File: src/rtl/pet_status_fsm_pkg.sv
// Shared types and helpers for the pet status stage and its neighbours.
package pet_status_fsm_pkg;

    localparam int LVL_W = 3;

    // Bit positions of the buttons inside the packed button vector.
    localparam int BTN_FEED = 0;
    localparam int BTN_HEAL = 1;
    localparam int BTN_CHG  = 2;

    typedef enum logic [2:0] {
        ST_IDLE    = 3'd0,
        ST_EATING  = 3'd1,
        ST_HEALING = 3'd2,
        ST_SICK    = 3'd3,
        ST_DEAD    = 3'd4
    } pet_state_e;

    // One step up (clamped at max_lvl) or down (clamped at 0).
    function automatic logic [LVL_W-1:0] lvl_step(input logic [LVL_W-1:0] lvl,
                                                  input logic             up,
                                                  input logic [LVL_W-1:0] max_lvl);
        if (up) begin
            return (lvl >= max_lvl) ? max_lvl : lvl + 1'b1;
        end
        return (lvl == LVL_W'(0)) ? LVL_W'(0) : lvl - 1'b1;
    endfunction

endpackage

File: src/rtl/pet_status_fsm_if.sv
// Button levels in, pet status out; master is the driving stage, slave the pet logic.
interface pet_status_fsm_if
    import pet_status_fsm_pkg::*;
();
    logic             feeding;
    logic             healing;
    logic             change;
    logic             test_sig;
    logic [LVL_W-1:0] satiety;
    logic [LVL_W-1:0] health;
    logic [2:0]       pet_state;
    logic             page;
    logic             tick;

    modport master (
        output feeding, healing, change, test_sig,
        input  satiety, health, pet_state, page, tick
    );

    modport slave (
        input  feeding, healing, change, test_sig,
        output satiety, health, pet_state, page, tick
    );
endinterface

File: src/rtl/pet_status_fsm_tick_gen.sv
// Time-base prescaler: one tick every P cycles, P chosen by test mode,
// restarting from zero whenever the mode changes.
module pet_status_fsm_tick_gen #(
    parameter int TICK_CYCLES      = 50_000_000,
    parameter int TEST_TICK_CYCLES = 5_000_000
) (
    input  logic clk,
    input  logic rst,
    input  logic test_sig_i,
    output logic tick_o
);
    localparam int MAX_P = (TICK_CYCLES > TEST_TICK_CYCLES) ? TICK_CYCLES : TEST_TICK_CYCLES;
    localparam int CW    = $clog2(MAX_P + 1);

    logic [CW-1:0] cnt_q, cnt_d;
    logic [CW-1:0] last_cnt;
    logic          test_q;
    logic          tick_q, tick_d;

    assign last_cnt = test_sig_i ? CW'(TEST_TICK_CYCLES - 1) : CW'(TICK_CYCLES - 1);

    // Next count: restart on mode change, otherwise wrap at P-1 and flag a tick.
    always_comb begin
        cnt_d  = cnt_q + 1'b1;
        tick_d = 1'b0;
        if (test_sig_i != test_q) begin
            cnt_d = '0;
        end else if (cnt_q >= last_cnt) begin
            cnt_d  = '0;
            tick_d = 1'b1;
        end
    end

    // Counter, previous mode and tick registers.
    always_ff @(posedge clk) begin
        if (!rst) begin
            cnt_q  <= '0;
            test_q <= 1'b0;
            tick_q <= 1'b0;
        end else begin
            cnt_q  <= cnt_d;
            test_q <= test_sig_i;
            tick_q <= tick_d;
        end
    end

    assign tick_o = tick_q;
endmodule

File: src/rtl/pet_status_fsm.sv
// Pet behaviour core: press detection, satiety/health decay and the mood FSM.
module pet_status_fsm
    import pet_status_fsm_pkg::*;
#(
    parameter int TICK_CYCLES      = 50_000_000,
    parameter int TEST_TICK_CYCLES = 5_000_000,
    parameter int DECAY_TICKS      = 10,
    parameter int ANIM_TICKS       = 2,
    parameter int MAX_LVL          = 5
) (
    input  logic            clk,
    input  logic            rst,
    pet_status_fsm_if.slave bus
);
    localparam int               DW         = $clog2(DECAY_TICKS + 1);
    localparam int               AW         = $clog2(ANIM_TICKS + 1);
    localparam logic [LVL_W-1:0] MAX_L      = LVL_W'(MAX_LVL);
    localparam logic [DW-1:0]    DECAY_LAST = DW'(DECAY_TICKS - 1);
    localparam logic [AW-1:0]    ANIM_LAST  = AW'(ANIM_TICKS - 1);

    logic [2:0]       btn_in, btn_q, press_q;
    logic             tick;
    logic             decay;
    pet_state_e       state_q, state_d;
    logic [LVL_W-1:0] sat_q, sat_d, hea_q, hea_d;
    logic [DW-1:0]    dcnt_q, dcnt_d;
    logic [AW-1:0]    acnt_q, acnt_d;
    logic             page_q, page_d;

    assign btn_in = {bus.change, bus.healing, bus.feeding};

    pet_status_fsm_tick_gen #(
        .TICK_CYCLES      (TICK_CYCLES),
        .TEST_TICK_CYCLES (TEST_TICK_CYCLES)
    ) u_tick_gen (
        .clk        (clk),
        .rst        (rst),
        .test_sig_i (bus.test_sig),
        .tick_o     (tick)
    );

    // Register button levels and turn each 0->1 transition into a one-cycle press.
    always_ff @(posedge clk) begin
        if (!rst) begin
            btn_q   <= '0;
            press_q <= '0;
        end else begin
            btn_q   <= btn_in;
            press_q <= btn_in & ~btn_q;
        end
    end

    // Next state and levels: decay first, then press increment, with health==0 forcing DEAD.
    always_comb begin
        state_d = state_q;
        sat_d   = sat_q;
        hea_d   = hea_q;
        dcnt_d  = dcnt_q;
        acnt_d  = acnt_q;
        page_d  = page_q ^ press_q[BTN_CHG];
        decay   = 1'b0;

        if (state_q != ST_DEAD && tick) begin
            if (dcnt_q == DECAY_LAST) begin
                dcnt_d = '0;
                decay  = 1'b1;
            end else begin
                dcnt_d = dcnt_q + 1'b1;
            end
        end

        // Hunger drains first; health only suffers once satiety is exhausted.
        if (decay) begin
            if (sat_q != LVL_W'(0)) sat_d = lvl_step(sat_q, 1'b0, MAX_L);
            else                    hea_d = lvl_step(hea_q, 1'b0, MAX_L);
        end

        case (state_q)
            ST_IDLE, ST_SICK: begin
                if (hea_q == LVL_W'(0)) begin
                    state_d = ST_DEAD;
                end else if (press_q[BTN_FEED]) begin
                    state_d = ST_EATING;
                    sat_d   = lvl_step(sat_d, 1'b1, MAX_L);
                    acnt_d  = '0;
                end else if (press_q[BTN_HEAL]) begin
                    state_d = ST_HEALING;
                    hea_d   = lvl_step(hea_d, 1'b1, MAX_L);
                    acnt_d  = '0;
                end else if (hea_q <= LVL_W'(1)) begin
                    state_d = ST_SICK;
                end else begin
                    state_d = ST_IDLE;
                end
            end
            ST_EATING, ST_HEALING: begin
                if (hea_q == LVL_W'(0)) begin
                    state_d = ST_DEAD;
                end else if (tick) begin
                    if (acnt_q == ANIM_LAST) begin
                        acnt_d  = '0;
                        state_d = (hea_q <= LVL_W'(1)) ? ST_SICK : ST_IDLE;
                    end else begin
                        acnt_d = acnt_q + 1'b1;
                    end
                end
            end
            default: begin
                state_d = ST_DEAD;
            end
        endcase
    end

    // State, level, counter and page registers.
    always_ff @(posedge clk) begin
        if (!rst) begin
            state_q <= ST_IDLE;
            sat_q   <= MAX_L;
            hea_q   <= MAX_L;
            dcnt_q  <= '0;
            acnt_q  <= '0;
            page_q  <= 1'b0;
        end else begin
            state_q <= state_d;
            sat_q   <= sat_d;
            hea_q   <= hea_d;
            dcnt_q  <= dcnt_d;
            acnt_q  <= acnt_d;
            page_q  <= page_d;
        end
    end

    assign bus.satiety   = sat_q;
    assign bus.health    = hea_q;
    assign bus.pet_state = state_q;
    assign bus.page      = page_q;
    assign bus.tick      = tick;
endmodule

File: src/flat_wrapper.sv
// flat-port wrapper written by rule: the top's interface ports become plain ports
module pet_status_fsm_flat import pet_status_fsm_pkg::*;
#(
    parameter int TICK_CYCLES      = 50_000_000,
    parameter int TEST_TICK_CYCLES = 5_000_000,
    parameter int DECAY_TICKS      = 10,
    parameter int ANIM_TICKS       = 2,
    parameter int MAX_LVL          = 5
)
  (clk, rst, bus_feeding, bus_healing, bus_change, bus_test_sig, bus_satiety, bus_health, bus_pet_state, bus_page, bus_tick);
  pet_status_fsm_if bus_i ();
  input  logic clk;
  input  logic rst;
  input wire logic [$bits(bus_i.feeding)-1:0] bus_feeding;
  input wire logic [$bits(bus_i.healing)-1:0] bus_healing;
  input wire logic [$bits(bus_i.change)-1:0] bus_change;
  input wire logic [$bits(bus_i.test_sig)-1:0] bus_test_sig;
  output wire logic [$bits(bus_i.satiety)-1:0] bus_satiety;
  output wire logic [$bits(bus_i.health)-1:0] bus_health;
  output wire logic [$bits(bus_i.pet_state)-1:0] bus_pet_state;
  output wire logic [$bits(bus_i.page)-1:0] bus_page;
  output wire logic [$bits(bus_i.tick)-1:0] bus_tick;
  assign bus_i.feeding = bus_feeding;
  assign bus_i.healing = bus_healing;
  assign bus_i.change = bus_change;
  assign bus_i.test_sig = bus_test_sig;
  assign bus_satiety = bus_i.satiety;
  assign bus_health = bus_i.health;
  assign bus_pet_state = bus_i.pet_state;
  assign bus_page = bus_i.page;
  assign bus_tick = bus_i.tick;
  pet_status_fsm #(.TICK_CYCLES(TICK_CYCLES), .TEST_TICK_CYCLES(TEST_TICK_CYCLES), .DECAY_TICKS(DECAY_TICKS), .ANIM_TICKS(ANIM_TICKS), .MAX_LVL(MAX_LVL)) u_core (.clk(clk), .rst(rst), .bus(bus_i));
endmodule
File: config.mk
export PLATFORM = sky130hd
export DESIGN_NAME = pet_status_fsm_flat
export DESIGN_NICKNAME = d
export VERILOG_FILES = /design/src/rtl/pet_status_fsm_pkg.sv /design/src/rtl/pet_status_fsm_if.sv /design/src/rtl/pet_status_fsm_tick_gen.sv /design/src/rtl/pet_status_fsm.sv /design/src/flat_wrapper.sv
export SDC_FILE = /design/constraint.sdc
export NUM_CORES = 1
export LEC_CHECK = 0
export CORE_ASPECT_RATIO = 1.25
export CORE_MARGIN = 1.5
export CORE_UTILIZATION = 36
export CTS_CLUSTER_DIAMETER = 30
export CTS_CLUSTER_SIZE = 24
export DETAILED_ROUTE_END_ITERATION = 8
export PLACE_DENSITY = 0.52
export SYNTH_ARGS = -nofsm -noshare
export SYNTH_HDL_FRONTEND = slang
export SYNTH_SLANG_ARGS = --single-unit
File: constraint.sdc
create_clock -name clk -period 3.19 [get_ports clk]
set_input_delay 0.319 -clock clk [delete_from_list [all_inputs] [get_ports clk]]
set_output_delay 0.319 -clock clk [all_outputs]
set_load 0.03 [all_outputs]
==> flow_summary.html <==
<table>
<tr><th>Metric</th><th>Value</th></tr>
<tr><th colspan="2">Timing</th></tr>
<tr><td>Highest clock frequency the design can meet</td><td>0.3531 GHz</td></tr>
<tr><td>Worst-Margin Slew</td><td>0.7664 ns</td></tr>
<tr><td>Fin Hold WS</td><td>0.3873 ns</td></tr>
<tr><td>Final count of pins violating max slew</td><td>0</td></tr>
<tr><td>Final Critical Period</td><td>2.832 ns</td></tr>
<tr><td>Total negative setup slack</td><td>0 ns</td></tr>
<tr><td>Final period utilization</td><td>88.78%</td></tr>
<tr><td>Unrepaired setup endpoints after global routing</td><td>no</td></tr>
<tr><td>Clk_skew</td><td>0.009979 ns</td></tr>
<tr><td>Number of hold violations in the final report</td><td>0</td></tr>
<tr><td>Finish-stage setup viols</td><td>0</td></tr>
<tr><td>Relative slew margins</td><td>48.88%</td></tr>
<tr><th colspan="2">Floorplan</th></tr>
<tr><td>Die X</td><td>82.80 um</td></tr>
<tr><td>Boundary pin count</td><td>17</td></tr>
<tr><td>Area of the core region</td><td>7747 um^2</td></tr>
<tr><td>Floorplan die height</td><td>102.7 um</td></tr>
<tr><td>Die ar.</td><td>8507 um^2</td></tr>
<tr><td>Standard-cell row count</td><td>36</td></tr>
<tr><td>Starting Density</td><td>36.98%</td></tr>
<tr><th colspan="2">Setup path</th></tr>
<tr><td>Worst EP arrival</td><td>3.07 ns</td></tr>
<tr><td>CP cell instances</td><td>inv_1 &gt; ha_1 &gt; nor2b_1 &gt; nand4_2 &gt; nor2_1 &gt; nor2_1 &gt; a21oi_1 &gt; ha_1 &gt; or4_1 &gt; o22ai_1 &gt; o21bai_1</td></tr>
<tr><td>Required time of the critical path</td><td>3.43 ns</td></tr>
<tr><td>CP Launch Type</td><td>flip-flop</td></tr>
<tr><td>Slowest CP cell</td><td>sky130_fd_sc_hd__or4_1</td></tr>
<tr><td>Largest fanout of any net on the critical path</td><td>7</td></tr>
<tr><td>Stage delay of the slowest cell on the critical path</td><td>0.46 ns</td></tr>
<tr><td>Worst R2R Setup Slack</td><td>0.36 ns</td></tr>
<tr><td>Setup Crit Path Kind</td><td>reg -&gt; reg</td></tr>
<tr><td>Worst setup EP type</td><td>flip-flop</td></tr>
<tr><th colspan="2">Synth</th></tr>
<tr><td>Main synth FF type</td><td>sky130_fd_sc_hd__dfxtp_1</td></tr>
<tr><td>Leading cell type by number of instances after synthesis</td><td>sky130_fd_sc_hd__dfxtp_1</td></tr>
<tr><td>Share of synthesized registers carrying an async set or reset</td><td>0%</td></tr>
<tr><td>Synthesized cell area</td><td>2865 um^2</td></tr>
<tr><td>Most common library cells after synthesis</td><td>sky130_fd_sc_hd__dfxtp_1 (50), sky130_fd_sc_hd__nor2_1 (47), sky130_fd_sc_hd__nand2_1 (21)</td></tr>
<tr><td>Number of distinct library cells after synthesis</td><td>58</td></tr>
<tr><td>Area share of the leading cell type in the synthesized netlist</td><td>34.93%</td></tr>
<tr><td>Post-synth net total</td><td>347</td></tr>
<tr><td>Cells after synthesis</td><td>321</td></tr>
<tr><td>Sequential-to-total area share from yosys stat</td><td>34.93%</td></tr>
<tr><td>Flip-flop and latch count after synthesis</td><td>50</td></tr>
<tr><td>Synth area leaders</td><td>sky130_fd_sc_hd__dfxtp_1 (35%), sky130_fd_sc_hd__ha_1 (8.7%), sky130_fd_sc_hd__nor2_1 (6.2%), sky130_fd_sc_hd__xnor2_1 (4.6%), sky130_fd_sc_hd__xor2_1 (4.3%)</td></tr>
<tr><td>Top cell type by total area after synthesis</td><td>sky130_fd_sc_hd__dfxtp_1</td></tr>
<tr><td>Count of flip-flops with a built-in enable after synthesis</td><td>0</td></tr>
<tr><td>Warnings, synthesis</td><td>0</td></tr>
<tr><td>Post-Syn Area per Cell</td><td>8.926 um^2</td></tr>
<tr><th colspan="2">Finish</th></tr>
<tr><td>Area used by multi-input combinational logic</td><td>1772 um^2</td></tr>
<tr><td>Share of final-layout standard cells stronger than drive strength 1</td><td>9.064%</td></tr>
<tr><td>Syn-to-layout area delta</td><td>12.97%</td></tr>
<tr><td>Number of filler cells placed in the layout</td><td>804</td></tr>
<tr><td>Final Cell Area</td><td>3237 um^2</td></tr>
<tr><td>Sequential Area</td><td>1001 um^2</td></tr>
<tr><td>Inserted Diodes</td><td>0</td></tr>
<tr><td>Layout net count</td><td>367</td></tr>
<tr><td>Number of standard cells in the layout, taps in and fillers out</td><td>437</td></tr>
<tr><th colspan="2">Pwr</th></tr>
<tr><td>Leakage power</td><td>0.001170 uW</td></tr>
<tr><td>Maximum VDD drop</td><td>0.0001579 V</td></tr>
<tr><td>Areal power density over the cells</td><td>359.1 nW/um^2</td></tr>
<tr><th colspan="2">GRT</th></tr>
<tr><td>Antenna violations before repair</td><td>0</td></tr>
<tr><td>GR Util All Layers</td><td>15.07%</td></tr>
<tr><td>Vias in the first global route</td><td>2141</td></tr>
<tr><td>Remaining global-route overflow</td><td>0</td></tr>
<tr><td>Largest net degree at the start of global routing</td><td>27</td></tr>
<tr><td>Global-route wire length before repair</td><td>9.860 mm</td></tr>
<tr><th colspan="2">Job</th></tr>
<tr><td>Maxcap violations</td><td>0</td></tr>
<tr><th colspan="2">Drt</th></tr>
<tr><td>First-pass iteration count of the detailed router</td><td>5</td></tr>
<tr><td>DRC viols</td><td>0</td></tr>
<tr><td>Wire per inst</td><td>13.62 um</td></tr>
<tr><td>Via density per instance</td><td>5.295</td></tr>
<tr><td>DRC violation total after the first TritonRoute iteration</td><td>76</td></tr>
<tr><td>Vias post-DR</td><td>2314</td></tr>
<tr><td>Final routed wirelength across all metal layers</td><td>5.950 mm</td></tr>
<tr><td>Antenna-violating nets left</td><td>0</td></tr>
<tr><th colspan="2">Placement</th></tr>
<tr><td>Cells after DPL</td><td>429</td></tr>
<tr><td>Number of buffer cells added on primary ports</td><td>16</td></tr>
<tr><td>Cell area after placement</td><td>3127 um^2</td></tr>
<tr><td>Final weighted congestion in routability-driven placement</td><td>0.8253</td></tr>
<tr><td>Placed wire-length estimate</td><td>4.310 mm</td></tr>
<tr><th colspan="2">Clock network</th></tr>
<tr><td>Cells resized by post-CTS repair</td><td>0</td></tr>
<tr><td>Post-CTS setup-driven buffer insertion count</td><td>0</td></tr>
<tr><td>CTS Buf Count</td><td>5</td></tr>
<tr><td>CTS H-Tree Depth</td><td>2</td></tr>
<tr><td>CTS tree</td><td>done</td></tr>
<tr><td>Clock slew at reported path FFs</td><td>0.09 ns</td></tr>
<tr><td>Clock latency reported for the late side of the worst-skew pair</td><td>0.31 ns</td></tr>
<tr><td>Sinks on Clock Net</td><td>50</td></tr>
<tr><td>Root buffer cell</td><td>sky130_fd_sc_hd__clkbuf_8</td></tr>
<tr><td>Number of buffers inserted for hold repair after clock tree synthesis</td><td>0</td></tr>
<tr><td>Deepest clock path buffer count</td><td>2</td></tr>
<tr><th colspan="2">Status</th></tr>
<tr><td>Result of the run</td><td>finished clean</td></tr>
<tr><th colspan="2">Min path</th></tr>
<tr><td>HP Class</td><td>reg -&gt; reg</td></tr>
</table>
[area by class of cell]
| type | count | area share [%] |
|---|---|---|
| multi-input combinational | 253 | 54.74 |
| sequential | 50 | 30.92 |
| timing repair buffer | 21 | 6.107 |
| tap | 95 | 3.672 |
| clock buffer | 8 | 3.402 |
| inverter | 10 | 1.160 |
[final timing paths]
path | startpoint | endpoint | depth (start not counted)
hold reg to reg | u_core.btn_q[1]$_SDFF_PN0_ | u_core.press_q[1]$_SDFF_PN0_ | 1
setup reg to reg | u_core.bus.satiety[0]$_SDFF_PN1_ | u_core.bus.health[1]$_SDFF_PN0_ | 11
hold / removal | u_core.btn_q[1]$_SDFF_PN0_ | u_core.press_q[1]$_SDFF_PN0_ | 1
setup / recovery | u_core.bus.satiety[0]$_SDFF_PN1_ | u_core.bus.health[1]$_SDFF_PN0_ | 11
[state kept, by name (all words and copies together) (netlist names)]
signal / flops
u_core.acnt_q: 2
u_core.btn_q: 3
u_core.bus.health: 3
u_core.bus.page: 1
u_core.bus.pet_state: 3
u_core.bus.satiety: 3
u_core.dcnt_q: 4
u_core.press_q: 3
u_core.u_tick_gen.cnt_q: 26
u_core.u_tick_gen.test_q: 1
u_core.u_tick_gen.tick_o: 1
[report_power, final]
part	internal, uW	switching, uW	leakage, uW
Clock	220	218	0.0000575
Combinational	34.9	50.1	0.000707
Sequential	633	6.94	0.000405
[cell families after synthesis]
group,synth area share (%)
muxes,0.8732
AOI/OAI and AO/OA,12.49
xor gates and xnor gates,9.826
buffers and inverters,3.231
adders and majority gates,9.083
and+or+nand+nor,29.56
DFF,34.93
[worst max-delay path, delay by kind of cell (launching register included)]
kind                       cells  cell delay (ns)
and+or+nand+nor                5             1.42
adders and majority gates      2             0.46
DFF                            1             0.36
buffers and inverters          1             0.12
AOI/OAI and AO/OA              3             0.41
[cell usage in the layout, fill, tap and decap left out, types with 11 or more instances in the layout]
master,count
sky130_fd_sc_hd__ha_1,20
sky130_fd_sc_hd__nor3_1,12
sky130_fd_sc_hd__nor2_1,47
sky130_fd_sc_hd__nand2_1,21
sky130_fd_sc_hd__nand3_1,18
sky130_fd_sc_hd__dfxtp_1,50
sky130_fd_sc_hd__xnor2_1,15
sky130_fd_sc_hd__clkdlybuf4s50_1,16
sky130_fd_sc_hd__o21ai_0,11
sky130_fd_sc_hd__xor2_1,14
[stage by stage]
step	power (uW)	setup WS, ns	utilization [%]
global route	1210	0.1590	41.78
detailed placement	740.9	0.3888	40.36
finish	1162	0.3578	41.78
CTS	1179	0.3891	41.78
global placement	739.6	0.4246	40.36
floorplan	714.2	0.5949	-
[routing by layer]
layer | up-vias | track usage, % | routed length, um | share of wire [%]
met4 | 0 | 5.256 | 106 | 1.8
li1 | 1179 | - | - | -
met5 | - | 0 | 0 | 0
met1 | 1076 | 18.15 | 2656 | 45
met3 | 13 | 2.566 | 203 | 3.4
met2 | 46 | 26.64 | 2983 | 50
No activity file was read; power rests on OpenSTA's default activity.
